--- config.mk ---
export PLATFORM = sky130hd
export DESIGN_NAME = dpram_port_arbiter
export DESIGN_NICKNAME = d
export VERILOG_FILES = /design/src/rtl/sdram_ctrl_pkg.sv /design/src/rtl/dpram_port_arbiter_rr_pick.sv /design/src/rtl/dpram_port_arbiter.sv
export SDC_FILE = /design/constraint.sdc
export NUM_CORES = 1
export LEC_CHECK = 0
export CAP_MARGIN = 40
export CORE_MARGIN = 1.5
export CORE_UTILIZATION = 40
export DETAILED_ROUTE_END_ITERATION = 7
export GPL_TIMING_DRIVEN = 0
export HOLD_SLACK_MARGIN = 0.02
export PLACE_DENSITY_LB_ADDON = 0.15
export SETUP_SLACK_MARGIN = 0.4
export SYNTH_ARGS = -nofsm -noshare
export SYNTH_HDL_FRONTEND = slang
export SYNTH_HIERARCHICAL = 1
export SYNTH_SLANG_ARGS = --single-unit
--- constraint.sdc ---
create_clock -name wb_clk -period 5.1 [get_ports wb_clk]
set_input_delay 1.02 -clock wb_clk [delete_from_list [all_inputs] [get_ports wb_clk]]
set_output_delay 1.02 -clock wb_clk [all_outputs]
set_load 0.05 [all_outputs]
--- src/rtl/sdram_ctrl_pkg.sv ---
// Shared types and constants for the controller-side buffer RAM port.
package sdram_ctrl_pkg;

    localparam int DPRAM_DW     = 32;
    localparam int DPRAM_BEW    = 4;
    localparam int DPRAM_RD_LAT = 2;
    localparam int PORT_IW      = 3;

    // Read-return tag carried alongside the RAM access pipeline.
    typedef struct packed {
        logic               valid;
        logic [PORT_IW-1:0] port;
    } rd_tag_t;

endpackage

--- src/rtl/dpram_port_arbiter_rr_pick.sv ---
// Combinational round-robin picker: first asserted request at or after start.
module rr_pick #(
    parameter int N  = 3,
    parameter int IW = $clog2(N)
) (
    input  logic [N-1:0]  req,
    input  logic [IW-1:0] start,
    output logic [N-1:0]  grant,
    output logic [IW-1:0] idx,
    output logic          found
);

    int p;

    // Scan from the farthest offset back to start so the nearest request wins last.
    always_comb begin
        grant = '0;
        idx   = '0;
        found = 1'b0;
        p     = 0;
        for (int k = N - 1; k >= 0; k--) begin
            p = int'(start) + k;
            if (p >= N) begin
                p = p - N;
            end
            if (req[p]) begin
                grant    = '0;
                grant[p] = 1'b1;
                idx      = IW'(p);
                found    = 1'b1;
            end
        end
    end

endmodule

--- src/rtl/dpram_port_arbiter.sv ---
// Round-robin arbiter with bounded locked bursts sharing one byte-enabled RAM port.
module dpram_port_arbiter
    import sdram_ctrl_pkg::*;
#(
    parameter int NUM_PORTS  = 3,
    parameter int ADDR_WIDTH = 9,
    parameter int MAX_BURST  = 8
) (
    input  logic                            wb_clk,
    input  logic                            wb_rst_n,
    input  logic [NUM_PORTS-1:0]            req_i,
    input  logic [NUM_PORTS-1:0]            lock_i,
    input  logic [NUM_PORTS*DPRAM_BEW-1:0]  we_i,
    input  logic [NUM_PORTS*ADDR_WIDTH-1:0] addr_i,
    input  logic [NUM_PORTS*DPRAM_DW-1:0]   dat_i,
    output logic [NUM_PORTS-1:0]            ack_o,
    output logic [NUM_PORTS-1:0]            rvalid_o,
    output logic [DPRAM_DW-1:0]             dat_o,
    output logic [ADDR_WIDTH-1:0]           ram_addr_o,
    output logic [DPRAM_BEW-1:0]            ram_we_o,
    output logic [DPRAM_DW-1:0]             ram_di_o,
    input  logic [DPRAM_DW-1:0]             ram_do_i
);

    localparam int OW = $clog2(NUM_PORTS);
    localparam int BW = $clog2(MAX_BURST + 1);
    localparam logic [OW-1:0] LAST_PORT = OW'(NUM_PORTS - 1);
    localparam logic [BW-1:0] BURST_MAX = BW'(MAX_BURST);

    logic [OW-1:0]         owner_reg, owner_next, owner_eff, start_ptr;
    logic [OW-1:0]         rr_idx, win_idx;
    logic [BW-1:0]         burst_cnt_reg, burst_cnt_next;
    logic [NUM_PORTS-1:0]  rr_grant, win_grant, rvalid_next;
    logic                  rr_found, hold_owner, win_any, win_rd;
    logic [DPRAM_BEW-1:0]  sel_we;
    logic [ADDR_WIDTH-1:0] sel_addr;
    logic [DPRAM_DW-1:0]   sel_dat;
    rd_tag_t               tag_in;
    rd_tag_t               tag_reg [DPRAM_RD_LAT-1];

    assign owner_eff  = (owner_reg > LAST_PORT) ? LAST_PORT : owner_reg;
    assign start_ptr  = (owner_eff == LAST_PORT) ? '0 : owner_eff + 1'b1;
    assign hold_owner = req_i[owner_eff] & lock_i[owner_eff] & (burst_cnt_reg < BURST_MAX);

    rr_pick #(
        .N  (NUM_PORTS),
        .IW (OW)
    ) u_rr_pick (
        .req   (req_i),
        .start (start_ptr),
        .grant (rr_grant),
        .idx   (rr_idx),
        .found (rr_found)
    );

    always_comb begin
        win_grant = rr_grant;
        win_idx   = rr_idx;
        win_any   = rr_found;
        if (hold_owner) begin
            win_grant            = '0;
            win_grant[owner_eff] = 1'b1;
            win_idx              = owner_eff;
            win_any              = 1'b1;
        end
        sel_we   = we_i[int'(win_idx)*DPRAM_BEW +: DPRAM_BEW];
        sel_addr = addr_i[int'(win_idx)*ADDR_WIDTH +: ADDR_WIDTH];
        sel_dat  = dat_i[int'(win_idx)*DPRAM_DW +: DPRAM_DW];
        win_rd   = win_any & (sel_we == '0);
    end

    assign ack_o = wb_rst_n ? win_grant : '0;
    assign dat_o = ram_do_i;

    // The count saturates so an unlocked owner that keeps winning cannot re-arm its lock.
    always_comb begin
        owner_next     = owner_reg;
        burst_cnt_next = burst_cnt_reg;
        if (!win_any) begin
            burst_cnt_next = '0;
        end else if (win_idx == owner_eff) begin
            owner_next = win_idx;
            if (burst_cnt_reg != BURST_MAX) begin
                burst_cnt_next = burst_cnt_reg + 1'b1;
            end
        end else begin
            owner_next     = win_idx;
            burst_cnt_next = BW'(1);
        end
    end

    always_comb begin
        tag_in              = '0;
        tag_in.valid        = win_rd;
        tag_in.port[OW-1:0] = win_idx;
    end

    always_ff @(posedge wb_clk or negedge wb_rst_n) begin
        if (!wb_rst_n) begin
            owner_reg     <= LAST_PORT;
            burst_cnt_reg <= '0;
            ram_addr_o    <= '0;
            ram_we_o      <= '0;
            ram_di_o      <= '0;
        end else begin
            owner_reg     <= owner_next;
            burst_cnt_reg <= burst_cnt_next;
            if (win_any) begin
                ram_addr_o <= sel_addr;
                ram_we_o   <= sel_we;
                ram_di_o   <= sel_dat;
            end else begin
                ram_we_o   <= '0;
            end
        end
    end

    // Tag stages track the command through the RAM; the final stage is the rvalid register.
    always_ff @(posedge wb_clk or negedge wb_rst_n) begin
        if (!wb_rst_n) begin
            for (int k = 0; k < DPRAM_RD_LAT - 1; k++) begin
                tag_reg[k] <= '0;
            end
            rvalid_o <= '0;
        end else begin
            tag_reg[0] <= tag_in;
            for (int k = 1; k < DPRAM_RD_LAT - 1; k++) begin
                tag_reg[k] <= tag_reg[k-1];
            end
            rvalid_o <= rvalid_next;
        end
    end

    genvar gi;
    generate
        for (gi = 0; gi < NUM_PORTS; gi++) begin : g_rvalid
            assign rvalid_next[gi] = tag_reg[DPRAM_RD_LAT-2].valid &&
                                     (int'(tag_reg[DPRAM_RD_LAT-2].port) == gi);
        end
    endgenerate

endmodule

# Word-level counts from Yosys, hierarchy flattened

Cells that the tools add are included.
Widths: inputs -> output; s select.

Register bits after elaboration: 57
Input port bits: 175
Output and inout port bits: 83

Add/sub/neg operators: 7
$mul: 1
$lt $le $gt $ge: 13
Equality and inequality tests: 6
Shift-type cells: 3
Muxes and demuxes: 43
Bitwise operators: 3
Reductions and logical operators: 9

Operator list:

| kind                  | count |
|---|---|
| $ge 32x1->1 const B   | 3 |
| $lt 32x4->1 const B   | 3 |
| $mux 32               | 3 |
| $shiftx 96x8->32      | 1 |
| $ge 32x3->1 const B   | 2 |
| $sub 32x3->32 const B | 2 |
| $shiftx 27x7->9       | 1 |
| $mux 1                | 16 |
| $mux 4                | 4 |
| $mux 3                | 5 |
| $mux 2                | 6 |
| $shiftx 12x5->4       | 1 |
| $bmux 1 s2            | 5 |
| $demux 1 s2           | 4 |
| $logic_and 1x1->1     | 7 |
| $eq 2x2->1 const B    | 3 |
| $mul 2x4->6 const B   | 1 |
| $add 4x1->4 const B   | 1 |
| $logic_not 4->1       | 1 |
| $lt 4x4->1 const B    | 1 |
| $ne 4x4->1 const B    | 1 |
| $add 2x1->3 const B   | 1 |
| $add 2x2->3 const B   | 1 |
| $and 1x1->1           | 3 |
| 9 further kinds       | 9 |

# Longest topological paths before layout

Gate-level depths: netlist of run 1.

Depth after elaboration: 17
Mapped depth: 15
Depth with buffers taken out: 12

# Hierarchy

Netlist of run 1, hierarchy kept.

By module, submodules not included:

| module             | times used | cells an instance | area an instance (µm²) | sequential area each (µm²) |
|---|---|---|---|---|
| dpram_port_arbiter | 1          | 432               | 3706.1                 | 1427.6 |
| rr_pick            | 1          | 39                | 289.0                  | 0.0 |

# Worst setup path before layout of run 1

Ideal clock, no wire load.

Path type: in2out
Start point: input req_i[1]
End point: output ack_o[2]
Data arrival time: 2.636 ns
Required time: 4.080 ns
Path slack: 1.444 ns
Stages: 6
Cells stage by stage: and3_1 o21ai_2 buf_4 clkbuf_1 a21oi_1 nor2b_1

Longest elaborated chain between the ends: 8

RTL lines:

| element                                    | line                             | RTL |
|---|---|---|
| start: declaration                         | dpram_port_arbiter.sv:11         | `input logic [NUM_PORTS-1:0] req_i,` |
| $bmux 1 s2                                 | dpram_port_arbiter_rr_pick.sv:26 | `if (req[p]) begin` |
| $mux 1 (implied by the code) (2 in series) | dpram_port_arbiter_rr_pick.sv:26 |  |
| $mux 3 (3 in series)                       | dpram_port_arbiter_rr_pick.sv:26 |  |
| $mux 3 (*)                                 | dpram_port_arbiter.sv:60         | `if (hold_owner) begin` |
| $mux 3 (*)                                 | dpram_port_arbiter.sv:72         | `assign ack_o = wb_rst_n ? win_grant : '0;` |
| end: declaration                           | dpram_port_arbiter.sv:16         | `output logic [NUM_PORTS-1:0] ack_o,` |

Mark *: on every way between the ends. The rest lies on a longest branch, timed or not. The select of a mux whose other input is x is not followed.

# Final worst setup path of run 1

Start point: input req_i[1]
End point: output ack_o[0]

Same word-level chain as after synthesis.

==> results.md, run 1 <==
* Crit-path max FO at 10
* Most flop-heavy register: ram_di_o
* Yosys top cell area share at between 30% and 40%
* Setup TNS at 0 ps
* Count leader, synth: dfrtp_1
* CP startpoint kind: input port
* P_leak at just under 3 nW
* Slew @ Worst Pin at just under 800 ps
* Reg2Reg Setup Slack at approximately 1500 ps
* CTS Hold Bufs at 0
* Max reg flops at 32
* Chip width at between 100 and 150 um
* First-pass GRT wire length at about 21000 um
* Worst min path class: reg -> reg
* # nets final at ~890
* CTS tree: yes
* Sequential area share after synthesis at between 30 and 40%
* First-pass DRT Iterations at 5
* Chip height at about 100 um
* Multi-input logic area at about 2000 um2
* FF/Latch Area at 1430 um2
* Routed Wire Length at between 10000 and 15000 um
* Status: completed
* Net Sw Power at 2.31 mW
* Total power at around 4.5 mW
* Detail Route Antenna Nets at 0
* Seq pwr share at a little under a fifth
* DP Wirelength at around 11000 um
* Worst Hold End: rvalid_o[0]$_DFF_PN0_
* GRT Residual Overflow at 0
* Iteration-0 DRC count of the detailed router at about 120
* Initial Utilization at slightly above 40%
* Worst-case clock skew at between 10 and 15 ps
* Die Area at roughly 11000 um2
* Synth Flop Type: dfrtp_1
* Period utilization at about 89%
* Number of flops mapped to enable cells by yosys at 0
* Dpl ws at ~330 ps
* Wire per inst at ~17 um
* Clock Sinks at 57
* Dpl cells at 830
* GRT Overall Usage at roughly a quarter
* Clock power share at 9.5%
* Rel. slew slack at just under 50%
* Buffer depth of the longest clock path at 2
* Synth Register Bits at between 50 and 60
* Hold_sp: tag_reg[0]$_DFF_PN0_
* Async SR Flop Fraction at 100%
* Logic gate share of total power at about 72%
* Synth cell count leaders: dfrtp_1, nand2_1, nor2_1
* IO Pins at 258
* Num CTS Buffers at 9
* Max Slew Vio Count at 0
* Max Fclk at 220 MHz
* Root Buffer: clkbuf_8
* H-tree depth at 3
* Final hold viol count at 0
* Final setup vio count at 0
* Filler cell count in the final layout at around 850
* Initial antenna violation count at 0
* DR DRC count at 0
* Share of layout cells above drive strength 1 at between 10% and 20%
* Final hold slack at between 400 and 500 ps
* Reg clk slew, reported paths at 60 ps
* Minimum clock period at ~4600 ps
* PwrDens at about 680 nW/um2
* Reg2Reg Depth at 15
* Setup ws final at ~550 ps
* Largest net degree at the start of global routing at 32
* Synthesized Nets at around 650
* Regs by FF count: ram_di_o x32, ram_addr_o x9
* Vias at 4396
* Worst reg2reg endpoint: ram_di_o[9]$_DFFE_PN0N_
* Non-Filler Instances at approximately 850
* Synth cell types at 53
* Via-to-Cell Ratio at 5.20
* Mapped Area at 4000 um2
* Worst path required time at about 4000 ps
* Core area at 9730 um2
* Yosys top cell by area: dfrtp_1
* Worst setup path class: in -> out
* Int Pwr at ~2.2 mW
* Yosys warning count at 6
* RSZ-0062 raised after global routing: no
* Syn Inst Count at approximately 470
* FF-to-FF Start: owner_reg[1]$_DFFE_PN1N_
* Worst vdd ir at 0.000377 V
* # rows at 36
* GPL Wtd Cong at 0.805
* Postcts setup bufs at 0
* Area growth syn-to-layout at 65.8%
* Cts repair resizes at 1
* Hold Path Depth at 1
* Port bufs at approximately 230
* ANT cells at 0
* Max Cap Violations at 0
* Clk_lat worst skew at around 330 ps
* Largest cells by area after synthesis: dfrtp_1, buf_4, a21boi_0
* WP data arrival at about 3500 ps
* Avg Inst Size Synth at around 8.5 um2
* Critical path capture point type: primary output
* Vias in the first global route at between 4000 and 5000
* Switch share at 51.5%
-- metal layers --
metal / vias to the layer above / part of all wire, % / track usage [%] / wire length (um)
met5: - / 0 / 0 / 0
met3: 19 / 8.7 / 6.17 / 1230
li1: 2111 / - / - / -
met1: 2055 / 39 / 30.6 / 5580
met2: 211 / 50 / 46.3 / 7080
met4: 0 / 1.8 / 9.25 / 260
-- through the flow --
| step | area (um2) | utilization [%] |
|---|---|---|
| 2_1_floorplan | 4000 | - |
| 3_3_place_gp | 6410 | 65.9 |
| 3_5_place_dp | 6430 | 66.1 |
| 4_1_cts | 6620 | 68.1 |
| 5_1_grt | 6620 | 68.1 |
| 6_report | 6620 | 68.1 |
-- power by group through the flow --
stage	Combinational, mW	Clock [mW]	Sequential, mW
4_1_cts	3.24	0.433	0.819
5_1_grt	3.49	0.449	0.843
6_report	3.23	0.427	0.818
3_5_place_dp	3.24	0	0.824
3_3_place_gp	3.17	0	0.818
2_1_floorplan	1.58	0	1.47
-- cell usage in the layout (no fill, tap or decap), types with 2 or more instances in the layout --
master	instances
a21oi_1	8
a2bb2oi_1	2
ha_1	6
clkbuf_8	11
o21a_1	5
o21ai_1	10
clkbuf_1	8
mux2i_1	13
a21boi_0	33
o221ai_1	8
nor3_1	4
clkbuf_2	3
dfrtp_1	56
and3b_1	4
o21ai_0	32
or3_1	2
o22ai_1	2
clkdlybuf4s50_1	223
nor2_1	44
buf_6	7
mux2_4	2
a31oi_1	34
inv_1	16
buf_4	38
nand3_1	3
nor2b_1	7
nand3b_1	2
buf_2	12
xnor2_1	2
nand2_1	49
or2_2	2
and3_1	34
and2_1	3
clkinv_2	2
-- logic make-up after synthesis --
logic type	synth area share (%)
mux	4.01
flops	35.7
xor+xnor	0.658
simple gates	20.0
compound gates	24.7
buf+inv	13.0
fa+ha+maj	1.88
-- critical path, cell delays in order --
cell and delay (ps):
clkdlybuf4s50_1 580, and3_1 270, o21ai_2 120, buf_4 200
buf_2 200, nor3_1 150, a21oi_1 80, nor2b_1 110
clkdlybuf4s50_1 800
-- how the worst max path moves through the flow --
stage             start       end  slack, ps  depth (start not counted)
3_3_place_gp   wb_rst_n  ack_o[2]       -490                          3
5_1_grt        req_i[1]  ack_o[0]        400                          9
6_report       req_i[1]  ack_o[0]        550                          9
4_1_cts        req_i[1]  ack_o[0]        560                          9
2_1_floorplan  req_i[1]  ack_o[2]       1440                          6
3_5_place_dp   req_i[1]  ack_o[2]        330                          8
-- final cells by class --
class                           count  area share [%]
Inverter                           16           0.907
Multi-Input combinational cell    332            30.9
Clock buffer                       12            2.34
Clock inverter                      3           0.605
Buffer                             66            6.95
Tap cell                          133            2.51
Timing Repair Buffer              226            34.2
Sequential cell                    57            21.6
Power figures use the tool's default switching activity.
==> inputs of run 2 (changes only) <==
--- a/config.mk
+++ b/config.mk
@@ -15,5 +15,4 @@
 export SETUP_SLACK_MARGIN = 0.4
 export SYNTH_ARGS = -nofsm -noshare
 export SYNTH_HDL_FRONTEND = slang
-export SYNTH_HIERARCHICAL = 1
 export SYNTH_SLANG_ARGS = --single-unit
==> constraint.sdc (replaced) <==
create_clock -name wb_clk -period 5.8 [get_ports wb_clk]
set_input_delay 1.16 -clock wb_clk [delete_from_list [all_inputs] [get_ports wb_clk]]
set_output_delay 1.16 -clock wb_clk [all_outputs]
set_load 0.05 [all_outputs]
==> run 2 against run 1 <==
  * Sequential share of layout area shrank 0.18 points
  * Via count shrank 2.6%
  * First-iteration DRC count grew 40%
  * Critical path type unchanged
  * Largest power group unchanged
==> results.md, run 2 <==
* Yosys warning count at 0 (was 6)
* First-pass GRT wire length at 22000 um (was 21200 um)
* Initial antenna violation count at 0 (unchanged)
* CP cell instances: clkdlybuf4s50_1 -> buf_4 -> and2b_2 -> nand3_4 -> nand2_4 -> buf_6 -> and2_1 -> clkdlybuf4s50_1 (was clkdlybuf4s50_1 -> and3_1 -> o21ai_2 -> buf_4 -> buf_2 -> nor3_1 -> a21oi_1 -> nor2b_1 -> clkdlybuf4s50_1)
* Detail Route Antenna Nets at 0 (unchanged)
* Root Buffer: clkbuf_8 (unchanged)
* Most common cell after layout, fill and taps aside: clkdlybuf4s50_1 (unchanged)
* Max Cap Violations at 0 (unchanged)
* Yosys top cell by area: dfrtp_1 (unchanged)
* ANT cells at 0 (unchanged)
* Mapped Area at 4030 um2 (was 4000 um2)
* Worst setup path class: in -> out (unchanged)
* Sequential area share after synthesis at 35.4% (was 35.7%)
* GRT Overall Usage at 26.8% (was 26.0%)
* Rel. slew slack at 50.6% (was 48.2%)
* Clk_lat worst skew at 340 ps (was 330 ps)
* Count leader, synth: dfrtp_1 (unchanged)
* # rows at 36 (unchanged)
* Postcts setup bufs at 0 (unchanged)
* Synth Flop Type: dfrtp_1 (unchanged)
* Worst vdd ir at 0.000134 V (was 0.000377 V)
* # nets final at 846 (was 889)
* Vias in the first global route at 4481 (was 4506)
* CP max-delay cell: clkdlybuf4s50_1 (unchanged)
* DR DRC count at 0 (unchanged)
* H-tree depth at 3 (unchanged)
* Worst min path class: reg -> reg (unchanged)
* Chip height at 103 um (about the same)
* Crit-path max FO at 10 (unchanged)
* Yosys top cell area share at 34.8% (was 35.1%)
* Buffer depth of the longest clock path at 2 (unchanged)
* Wire per inst at 17.2 um (was 16.8 um)
* Synth Register Bits at 57 (unchanged)
* Vias at 4282 (was 4396)
* Die Area at 10700 um2 (was 10600 um2)
* CP startpoint kind: input port (unchanged)
* Cts repair resizes at 0 (was 1)
* Worst-case clock skew at 5.20 ps (was 10.2 ps)
* Clock Sinks at 57 (unchanged)
* Async SR Flop Fraction at 100% (unchanged)
* Most frequent cells in the layout: clkdlybuf4s50_1, dfrtp_1, o21ai_1 (was clkdlybuf4s50_1, dfrtp_1, nand2_1)
* Cell Area, Placed at 6460 um2 (was 6430 um2)
* Number of flops mapped to enable cells by yosys at 0 (unchanged)
* Final hold slack at 445 ps (was 450 ps)
* WP data arrival at 3590 ps (was 3530 ps)
* Critical path capture point type: primary output (unchanged)
* Max reg flops at 32 (unchanged)
* RSZ-0062 raised after global routing: no (unchanged)
* CTS tree: yes (unchanged)
* Final hold viol count at 0 (unchanged)
* Regs by FF count: ram_di_o x32, ram_addr_o x9 (unchanged)
* Routed Wire Length at 13900 um (was 14200 um)
* GRT Residual Overflow at 0 (unchanged)
* Max Slew Vio Count at 0 (unchanged)
* Area growth syn-to-layout at 65.8% (about the same)
* Iteration-0 DRC count of the detailed router at 174 (was 124)
* Num CTS Buffers at 9 (unchanged)
* IO Pins at 258 (unchanged)
* PwrDens at 289 nW/um2 (was 676 nW/um2)
* Status: completed (unchanged)
* Worst path required time at 4640 ps (was 4080 ps)
* Chip width at 103 um (about the same)
* Final setup vio count at 0 (unchanged)
* CP dominant cell by count: clkdlybuf4s50_1 (unchanged)
* Minimum clock period at 4750 ps
* Most flop-heavy register: ram_di_o (unchanged)
* Syn Inst Count at 432 (was 471)
* First-pass DRT Iterations at 4 (was 5)
* Synth cell count leaders: dfrtp_1, o21ai_1, nand2_1 (was dfrtp_1, nand2_1, nor2_1)
* Period utilization at between 80% and 90%
* DP Wirelength at 10900 um (was 11000 um)
* Largest cells by area after synthesis: dfrtp_1, a211oi_2, o21ai_1 (was dfrtp_1, buf_4, a21boi_0)
* Max Fclk at between 200 and 250 MHz
* Initial Utilization at 41.2% (was 41.1%)
* Via-to-Cell Ratio at 5.31 (was 5.20)
* Non-Filler Instances at 807 (was 845)
* Slew @ Worst Pin at 740 ps (was 769 ps)
* Largest net degree at the start of global routing at 34 (was 32)
* Avg Inst Size Synth at 9.32 um2 (was 8.48 um2)
* CTS Hold Bufs at 0 (unchanged)
* Synthesized Nets at 609 (was 652)
* Synth cell types at 59 (was 53)
* Slowest Stage Delay on Critical Path at 800 ps (about the same)
* Dpl cells at 791 (was 830)
* Core area at 9770 um2 (was 9730 um2)
* Reg clk slew, reported paths at 70 ps (was 60 ps)
* P_leak at 2.72 nW (was 2.92 nW)
* Post-Layout Inst Area at 6680 um2 (was 6620 um2)
* Port bufs at 225 (unchanged)
* Share of layout cells above drive strength 1 at 20.5% (was 12.4%)
* GPL Wtd Cong at 0.907 (was 0.805)
run 2: metal layers:
layer	part of all wire [%]	track usage [%]	vias to the layer above
met3	8.4	5.71	36
li1	-	-	2016
met2	50	47.4	220
met1	38	31.2	2010
met4	3.6	12.1	0
met5	0	0	-
run 2: stage by stage:
step / setup WS [ps] / power (mW) / utilization [%] / setup TNS (ps)
finish: 1050 / 1.93 / 68.3 / 0
global route: 927 / 2.02 / 68.3 / 0
CTS: 1030 / 1.94 / 68.3 / 0
detailed placement: 1030 / 1.52 / 66.1 / 0
global placement: -270 / 1.50 / 65.9 / -532
floorplan: 2240 / 1.15 / - / 0
run 2: final cells by class:
| type | instances | area, um2 |
|---|---|---|
| clock buffer | 9 | 124 |
| multi-input combinational | 302 | 2060 |
| tap | 133 | 166 |
| fill | 815 | 3100 |
| buffer | 68 | 514 |
| timing repair buffer | 226 | 2270 |
| sequential | 57 | 1430 |
| clock inverter | 7 | 93.8 |
| inverter | 5 | 21.3 |
run 2: kinds of logic (layout without fill, tap and decap cells):
| group | after synthesis | in the layout | synth area share, % |
|---|---|---|---|
| AOI/OAI and AO/OA | 155 | 155 | 29.0 |
| and+or+nand+nor | 138 | 138 | 19.9 |
| buffers and inverters | 73 | 315 | 13.3 |
| DFF | 57 | 57 | 35.4 |
| muxes | 5 | 5 | 1.24 |
| adders and majority gates | 2 | 2 | 0.621 |
| xor gates and xnor gates | 2 | 2 | 0.435 |
run 2: final timing paths:
path / startpoint / end / slack (ps) / cells after the start
max in group asynchronous: wb_rst_n / burst_cnt_reg[1]$_DFFE_PN0P_ / 4310 / 2
min in group asynchronous: wb_rst_n / ram_di_o[24]$_DFFE_PN0N_ / 880 / 1
worst max register to register: owner_reg[1]$_DFFE_PN1N_ / ram_addr_o[0]$_DFFE_PN0N_ / 3740 / 7
worst max-delay path: req_i[1] / ack_o[1] / 1050 / 8
worst min-delay path: tag_reg[0]$_DFF_PN0_ / rvalid_o[0]$_DFF_PN0_ / 450 / 1
worst min register to register: tag_reg[0]$_DFF_PN0_ / rvalid_o[0]$_DFF_PN0_ / 450 / 1
run 2: where the power goes:
| part | total, mW | leakage, nW | switching, mW | internal (mW) |
|---|---|---|---|---|
| Clock | 0.418 | 0.106 | 0.176 | 0.242 |
| Combinational | 0.986 | 1.93 | 0.585 | 0.401 |
| Sequential | 0.526 | 0.685 | 0.0456 | 0.480 |
run 2: worst max-delay path: cells and delay by family:
| kind | cells | cell delay (ps) |
|---|---|---|
| simple gates | 4 | 720 |
| buf+inv | 4 | 1700 |
